$ cat src/rtl/bcd_to_bin32.sv
// rtl/bcd_to_bin32.sv - sequential BCD-to-binary converter (reverse double dabble), optional sign via BCD_SIGNED_EN
module bcd_to_bin32 #(
    parameter int DIGITS = 8
) (
    input  logic        clock,
    input  logic        reset,
    input  logic        start,
    input  logic [31:0] bcd_in,
    input  logic        neg,
    output logic        busy,
    output logic        done,
    output logic        err,
    output logic [31:0] bin_out
);

    // Number of shift iterations and the alignment of the finished result
    localparam int          NBITS = 4 * DIGITS;
    localparam int          ALIGN = 32 - NBITS;
    localparam logic [5:0]  LAST  = 6'(NBITS - 1);
    localparam logic [31:0] MASK  = (DIGITS >= 8) ? 32'hFFFF_FFFF
                                                  : ((32'd1 << NBITS) - 32'd1);

    typedef enum logic [1:0] {
        IDLE,
        SHIFT,
        FINISH
    } state_t;

    state_t      state;
    logic [63:0] shift_reg;
    logic [5:0]  count;

    logic [63:0] shift_next;
    logic        digits_ok;
    logic [31:0] result;

`ifdef BCD_SIGNED_EN
    logic        sign;
`else
    // The sign request has no effect in the unsigned build
    logic        unused_neg;
    assign unused_neg = neg;
`endif

    // Reject the word if any digit in use is A..F (bit3 set with bit2 or bit1 set)
    always_comb begin
        digits_ok = 1'b1;
        for (int k = 0; k < DIGITS; k++) begin
            if (bcd_in[4*k+3] && (bcd_in[4*k+2] || bcd_in[4*k+1])) begin
                digits_ok = 1'b0;
            end
        end
    end

    // One reverse double dabble step: shift right, then pull 3 out of any nibble that reached 8+
    always_comb begin
        shift_next = shift_reg >> 1;
        for (int k = 0; k < DIGITS; k++) begin
            if (shift_next[32+4*k+3]) begin
                shift_next[32+4*k +: 4] = shift_next[32+4*k +: 4] - 4'd3;
            end
        end
    end

    // Finished binary value sits MSB-first at the top of the low half
    assign result = shift_reg[31:0] >> ALIGN;

    // Control FSM with registered handshake and result outputs
    always_ff @(posedge clock) begin
        if (reset) begin
            state     <= IDLE;
            shift_reg <= '0;
            count     <= '0;
            busy      <= 1'b0;
            done      <= 1'b0;
            err       <= 1'b0;
            bin_out   <= '0;
`ifdef BCD_SIGNED_EN
            sign      <= 1'b0;
`endif
        end else begin
            done <= 1'b0;
            err  <= 1'b0;
            case (state)
                IDLE: begin
                    if (start) begin
                        if (digits_ok) begin
                            shift_reg <= {bcd_in & MASK, 32'd0};
                            count     <= '0;
                            busy      <= 1'b1;
                            state     <= SHIFT;
`ifdef BCD_SIGNED_EN
                            sign      <= neg;
`endif
                        end else begin
                            // Bad digit: report immediately, keep the previous result
                            done <= 1'b1;
                            err  <= 1'b1;
                        end
                    end
                end
                SHIFT: begin
                    shift_reg <= shift_next;
                    count     <= count + 6'd1;
                    if (count == LAST) begin
                        state <= FINISH;
                    end
                end
                FINISH: begin
`ifdef BCD_SIGNED_EN
                    // Two's-complement negate; zero stays zero
                    bin_out <= sign ? (~result + 32'd1) : result;
`else
                    bin_out <= result;
`endif
                    done  <= 1'b1;
                    busy  <= 1'b0;
                    state <= IDLE;
                end
                default: begin
                    state <= IDLE;
                    busy  <= 1'b0;
                end
            endcase
        end
    end

endmodule

$ cat config.mk
export PLATFORM = sky130hd
export DESIGN_NAME = bcd_to_bin32
export DESIGN_NICKNAME = d
export VERILOG_FILES = /design/src/rtl/bcd_to_bin32.sv
export SDC_FILE = /design/constraint.sdc
export NUM_CORES = 1
export LEC_CHECK = 0
export ABC_AREA = 1
export CAP_MARGIN = 20
export CELL_PAD_IN_SITES_DETAIL_PLACEMENT = 1
export CELL_PAD_IN_SITES_GLOBAL_PLACEMENT = 2
export CORE_MARGIN = 5
export CORE_UTILIZATION = 30
export DETAILED_ROUTE_END_ITERATION = 8
export MAX_ROUTING_LAYER = met4
export PLACE_DENSITY_LB_ADDON = 0.25
export REMOVE_ABC_BUFFERS = 1
export SETUP_SLACK_MARGIN = 0.2
export SLEW_MARGIN = 20
export SYNTH_ARGS = -nofsm -noshare
export SYNTH_HDL_FRONTEND = slang
export SYNTH_SLANG_ARGS = --single-unit
$ cat constraint.sdc
create_clock -name clock -period 1.8 [get_ports clock]
set_input_delay 0.54 -clock clock [delete_from_list [all_inputs] [get_ports clock]]
set_output_delay 0.54 -clock clock [all_outputs]
set_load 0.02 [all_outputs]
; Word level (Yosys, flattened, before mapping)
; Index checks and enable logic that the tools add are counted.
[word_totals]
wordCells = 76
out_inout_bits = 35
register_bits = 107
[op_classes]
n_mux = 31
bitwise = 2
reduce_logical = 22
n_eq_ne = 6
n_addsub = 8
[ops]
columns = cell, n
row1 = $mux W64, 2
row2 = $pmux W64 S2, 1
row3 = $mux W4, 7
row4 = $sub A4 B2 Y4 const B, 7
row5 = $mux W1, 12
row6 = $mux W6, 2
row7 = $pmux W6 S2, 1
row8 = $reduce_and A3 Y1, 3
row9 = $logic_and A1 B1 Y1, 8
row10 = $logic_or A1 B1 Y1, 8
row11 = $add A6 B1 Y6 const B, 1
row12 = $eq A6 B5 Y1 const B, 1
row13 = $mux W2, 3
row14 = $ne A2 B2 Y1 const B, 3
row15 = $pmux W1 S2, 2
row16 = $pmux W2 S2, 1
row17 = $eq A2 B1 Y1 const B, 1
row18 = $eq A2 B2 Y1 const B, 1
row19 = $logic_not A2 Y1, 1
row20 = $not A1 Y1, 2
row21 = $reduce_bool A2 Y1, 1
row22 = $reduce_or A2 Y1, 1

; Longest topological paths before layout
[logic_depth]
ltp_word = 13
mapped_depth = 10
ltp_nobuf = 9

; Worst setup path before layout
; No wires, ideal clock.
[synth_timing]
path_type = input port to flip-flop
startpoint = input port bcd_in[18]
endpoint = register shift_reg[19]
t_arrival_ns = 1.421
t_required_ns = 1.685
path_slack_ns = 0.264
cell_stages = 10
path_cell_list = o21ai_1 nand2_1 nor2_1 nand2_1 nand2_2 buf_4 buf_2 nand3_1 nand2_1 nor2_1
[synth_via]
elab_chain_len = 8
[synth_lines]
columns = item, line_no
row1 = "start, declared", 8  ; input logic [31:0] bcd_in,
row2 = $logic_or A1 B1 Y1, 49  ; if (bcd_in[4*k+3] && (bcd_in[4*k+2] || bcd_in[4*k+1])) begin
row3 = $logic_and A1 B1 Y1, 49
row4 = $mux W1 (4 in a row), 49
row5 = $ne A2 B2 Y1 (no source line), n/a
row6 = $reduce_and A3 Y1 (no source line), n/a
row7 = "end signal, assigned", 88  ; shift_reg <= {bcd_in & MASK, 32'd0};
row8 = "end signal, assigned", 103  ; shift_reg <= shift_next;
row9 = "end, declared", 30  ; logic [63:0] shift_reg;
; Every way passes these cells.
; A chain may end at the register's enable or synchronous reset.

; Final worst setup path
[layout_timing]
startpoint = input port bcd_in[31]
endpoint = register shift_reg[27]
[layout_via]
elab_chain_len = 4
[layout_lines]
columns = item, line_no
row1 = $logic_and A1 B1 Y1, 49
row2 = $mux W1, 49
row3 = $ne A2 B2 Y1 (no source line), n/a
row4 = $reduce_and A3 Y1 (no source line), n/a
; Every way passes these cells.

==> summary.md <==
- complete, no violations — result of the run
- input pin to register — Worst Setup Path Type
- 0 — initial antenna violation count
- 45 — largest net degree at the start of global routing
- 2 — clock tree buffer depth
- 5298 — vias post-DR
- shift_reg[27]$_SDFFE_PP0P_ — r2r endpoint
- 261 ps — slew at the pin with the worst max-slew slack
- 0.0352 — met3 Use GR
- 10100 µm — Detail Placement HPWL
- 4 — count of TritonRoute iterations in the first routing pass
- 107 — clock sink count
- 0 — count of pins over their slew limit
- 141 µm — die height
- 2 — cell depth of the worst hold path
- shift_reg[4]$_SDFFE_PP0P_ — Hold Startpoint
- 5140 µm² — mapped cell area
- 0 ps — total negative setup slack
- 80 ps — clock transition time at the flip-flop clock pins of the worst setup and hold paths
- done — clock tree from TritonCTS
- 0 — global route total overflow
- 47 — num rows
- 0.295 — global-route track usage on met2
- 898 — NumNets Final
- 7260 µm² — Final Cell Area
- sky130_fd_sc_hd__nand2_1, sky130_fd_sc_hd__nor2_1, sky130_fd_sc_hd__dfxtp_1 — most used cells in the layout excluding fill and tap cells
- 69 — IO buf count
- clkdlybuf4s15_1 > o21ai_2 > nand2_2 > nor2_4 > nand2_4 > nand2_8 > buf_12 > buf_6 > buf_12 > buf_16 > a21oi_2 > nor2_1 — cell chain of the critical path
- 0.416 — sequential share of the synthesized area
- 6.75 µm² — post-synthesis average cell area
- 6.45 ps — final worst clock skew
- 1820 ps — data arrival time at the worst-slack endpoint
- met2 — Most Crowded Layer GR
- 0 — endpoints failing hold
- input pin — startpoint kind of the worst setup timing path
- 1030 nW/µm² — power density cells
- 762 — Cells after Synth
- sky130_fd_sc_hd__nand2_1 — commonest non-fill, non-tap cell in the layout
- 15.5 µm — routed length per instance
- 240 ps — minimum setup slack among reg-to-reg paths
- sky130_fd_sc_hd__buf_12 — most repeated library cell on the critical path
- 6290 µm² — Placed Area
- 0 — Post-synth ARST share
- state[0]$_SDFFE_PP0P_ — origin of the critical flop-to-flop path
- 5531 — number of global-route vias before repair
- 0.824 — Worst slew margin
- 178 — First DRT Iteration DRCs
- 0 — number of enable flip-flop cells after synthesis
- sky130_fd_sc_hd__clkdlybuf4s15_1 — cell with the largest stage delay on the worst path
- 0 — Post-CTS Hold Fix Bufs
- 107 — Yosys reg bits
- 0.187 — fraction of layout instances using a drive strength above 1
- 350 ps — clock insertion delay at the later pin of the skew report
- 16700 µm — total wirelength of the detailed-routed design
- 0 — count of maximum capacitance violations
- 25 — count of cell types in the netlist
- 19900 µm² — die outline area
- 0.723 — global placer's final weighted congestion
- 0.874 — final worst path period share
- 0.539 mV — VDD IR-drop max
- 16700 µm² — placeable core area
- 0 — number of warnings reported in the yosys synthesis log
- 0 — number of design rule violations left after detail routing
- 0.170 — global-route usage over all layers
- 7.48 mW — PnR Total Power
- 0 — antenna diode count
- 4.91 — via/cell ratio
- 0.635 GHz — Fmax
- 27200 µm — global-route wire length before repair
- 0.308 — initial cell density of the core
- 3.17 nW — reported leakage power
- sky130_fd_sc_hd__dfxtp_1 — predominant post-synthesis flop cell
- true — setup repair after global routing missed its margin
- 141 µm — Die Width
- 9 — number of cells on the worst reg-to-reg path
- 1570 ps — Tmin final
- 0 — number of endpoints failing setup at the final stage
- sky130_fd_sc_hd__clkbuf_16 — Root Driver
- 0 — DRT antenna net count
- 41.2% — area added between synthesis and finish
- 2050 ps — critical path data required time
- 71 — number of top-level pins
- 9 — Critical Path Fanout Max
- 0.207 — Global Route met1 Usage
- 3 — depth of the CTS H-tree
- 64 — flip-flop count of the largest register after layout
- register to register — type of the worst min-delay path
- register — CP Capture Type
- bin_out[4]$_SDFFE_PP0N_ — endpoint with the worst hold slack
- 2039 — fill count
- 9 — number of buffers inserted during clock tree synthesis
- 200 ps — max incr delay on CP
-- critical path: cells and delay by family --
kind,cells,cell delay (ps)
buffers and inverters,5,720
AND/OR/NAND/NOR,5,360
AO/OA/AOI/OAI,2,210
-- power by group --
group	internal [mW]	switching [mW]
clock network	1.10	0.951
registers	2.66	0.237
logic	1.21	1.33
-- kinds of logic after synthesis --
group	count (synthesis)	synth area share
AOI/OAI and AO/OA	155	0.155
xor gates and xnor gates	7	0.0119
adders and majority gates	8	0.0195
buffers and inverters	88	0.0761
DFF	107	0.416
muxes	7	0.0136
and+or+nand+nor	390	0.308
-- synth_stat cells (7+ instances only) --
master / instances / share of area
sky130_fd_sc_hd__a21oi_1: 105 / 0.10
sky130_fd_sc_hd__buf_2: 34 / 0.033
sky130_fd_sc_hd__clkbuf_1: 15 / 0.011
sky130_fd_sc_hd__dfxtp_1: 107 / 0.42
sky130_fd_sc_hd__ha_1: 8 / 0.019
sky130_fd_sc_hd__inv_1: 31 / 0.023
sky130_fd_sc_hd__mux2i_1: 7 / 0.014
sky130_fd_sc_hd__nand2_1: 165 / 0.12
sky130_fd_sc_hd__nand3_1: 61 / 0.059
sky130_fd_sc_hd__nor2_1: 144 / 0.11
sky130_fd_sc_hd__nor3_1: 10 / 0.0097
sky130_fd_sc_hd__o21a_1: 7 / 0.010
sky130_fd_sc_hd__o21ai_0: 33 / 0.032
sky130_fd_sc_hd__o21ai_1: 9 / 0.0088
sky130_fd_sc_hd__xor2_1: 7 / 0.012
-- stage by stage --
step	instances	setup WS, ps	utilization	hold WS, ps
after floorplan	707	-3810	-	446
after global placement	1033	-524	0.377	462
after detailed placement	1033	-519	0.377	468
after CTS	1073	174	0.423	479
after global routing	1079	156	0.435	512
final	1079	226	0.435	478
-- final cells by class --
type | instances | area [µm²] | share of cell area
Clock inverter | 6 | 71.3 | 0.00982
Clock buffer | 10 | 229 | 0.0315
Multi-Input combinational cell | 567 | 2810 | 0.386
Inverter | 33 | 126 | 0.0174
Tap cell | 220 | 275 | 0.0379
Timing Repair Buffer | 136 | 1610 | 0.222
Sequential cell | 107 | 2140 | 0.295
-- routing by layer --
metal / vias to the layer above / wire length, µm
met1: 2560 / 7620
met4: 0 / 222
met5: - / 0
met2: 66 / 8340
li1: 2657 / -
met3: 15 / 496
-- worst max path at each step --
| stage | startpoint | endpoint | slack, ps | cells past startpoint |
|---|---|---|---|---|
| floorplan | start | count[2]$_SDFFE_PP0P_ | -3810 | 6 |
| global placement | bcd_in[2] | shift_reg[16]$_SDFFE_PP0P_ | -520 | 10 |
| detailed placement | bcd_in[2] | shift_reg[35]$_SDFFE_PP0P_ | -520 | 10 |
| CTS | bcd_in[29] | shift_reg[37]$_SDFFE_PP0P_ | 170 | 13 |
| global route | bcd_in[23] | shift_reg[27]$_SDFFE_PP0P_ | 160 | 12 |
| finish | bcd_in[31] | shift_reg[27]$_SDFFE_PP0P_ | 230 | 12 |
-- timing repair --
item,CTS,global route
resized for setup,160,79
setup buffers,15,5
pin swaps,22,17
gates cloned,9,1
endpoints found under the setup margin,109,96
Note: power is estimated with default switching activity, not from simulation.
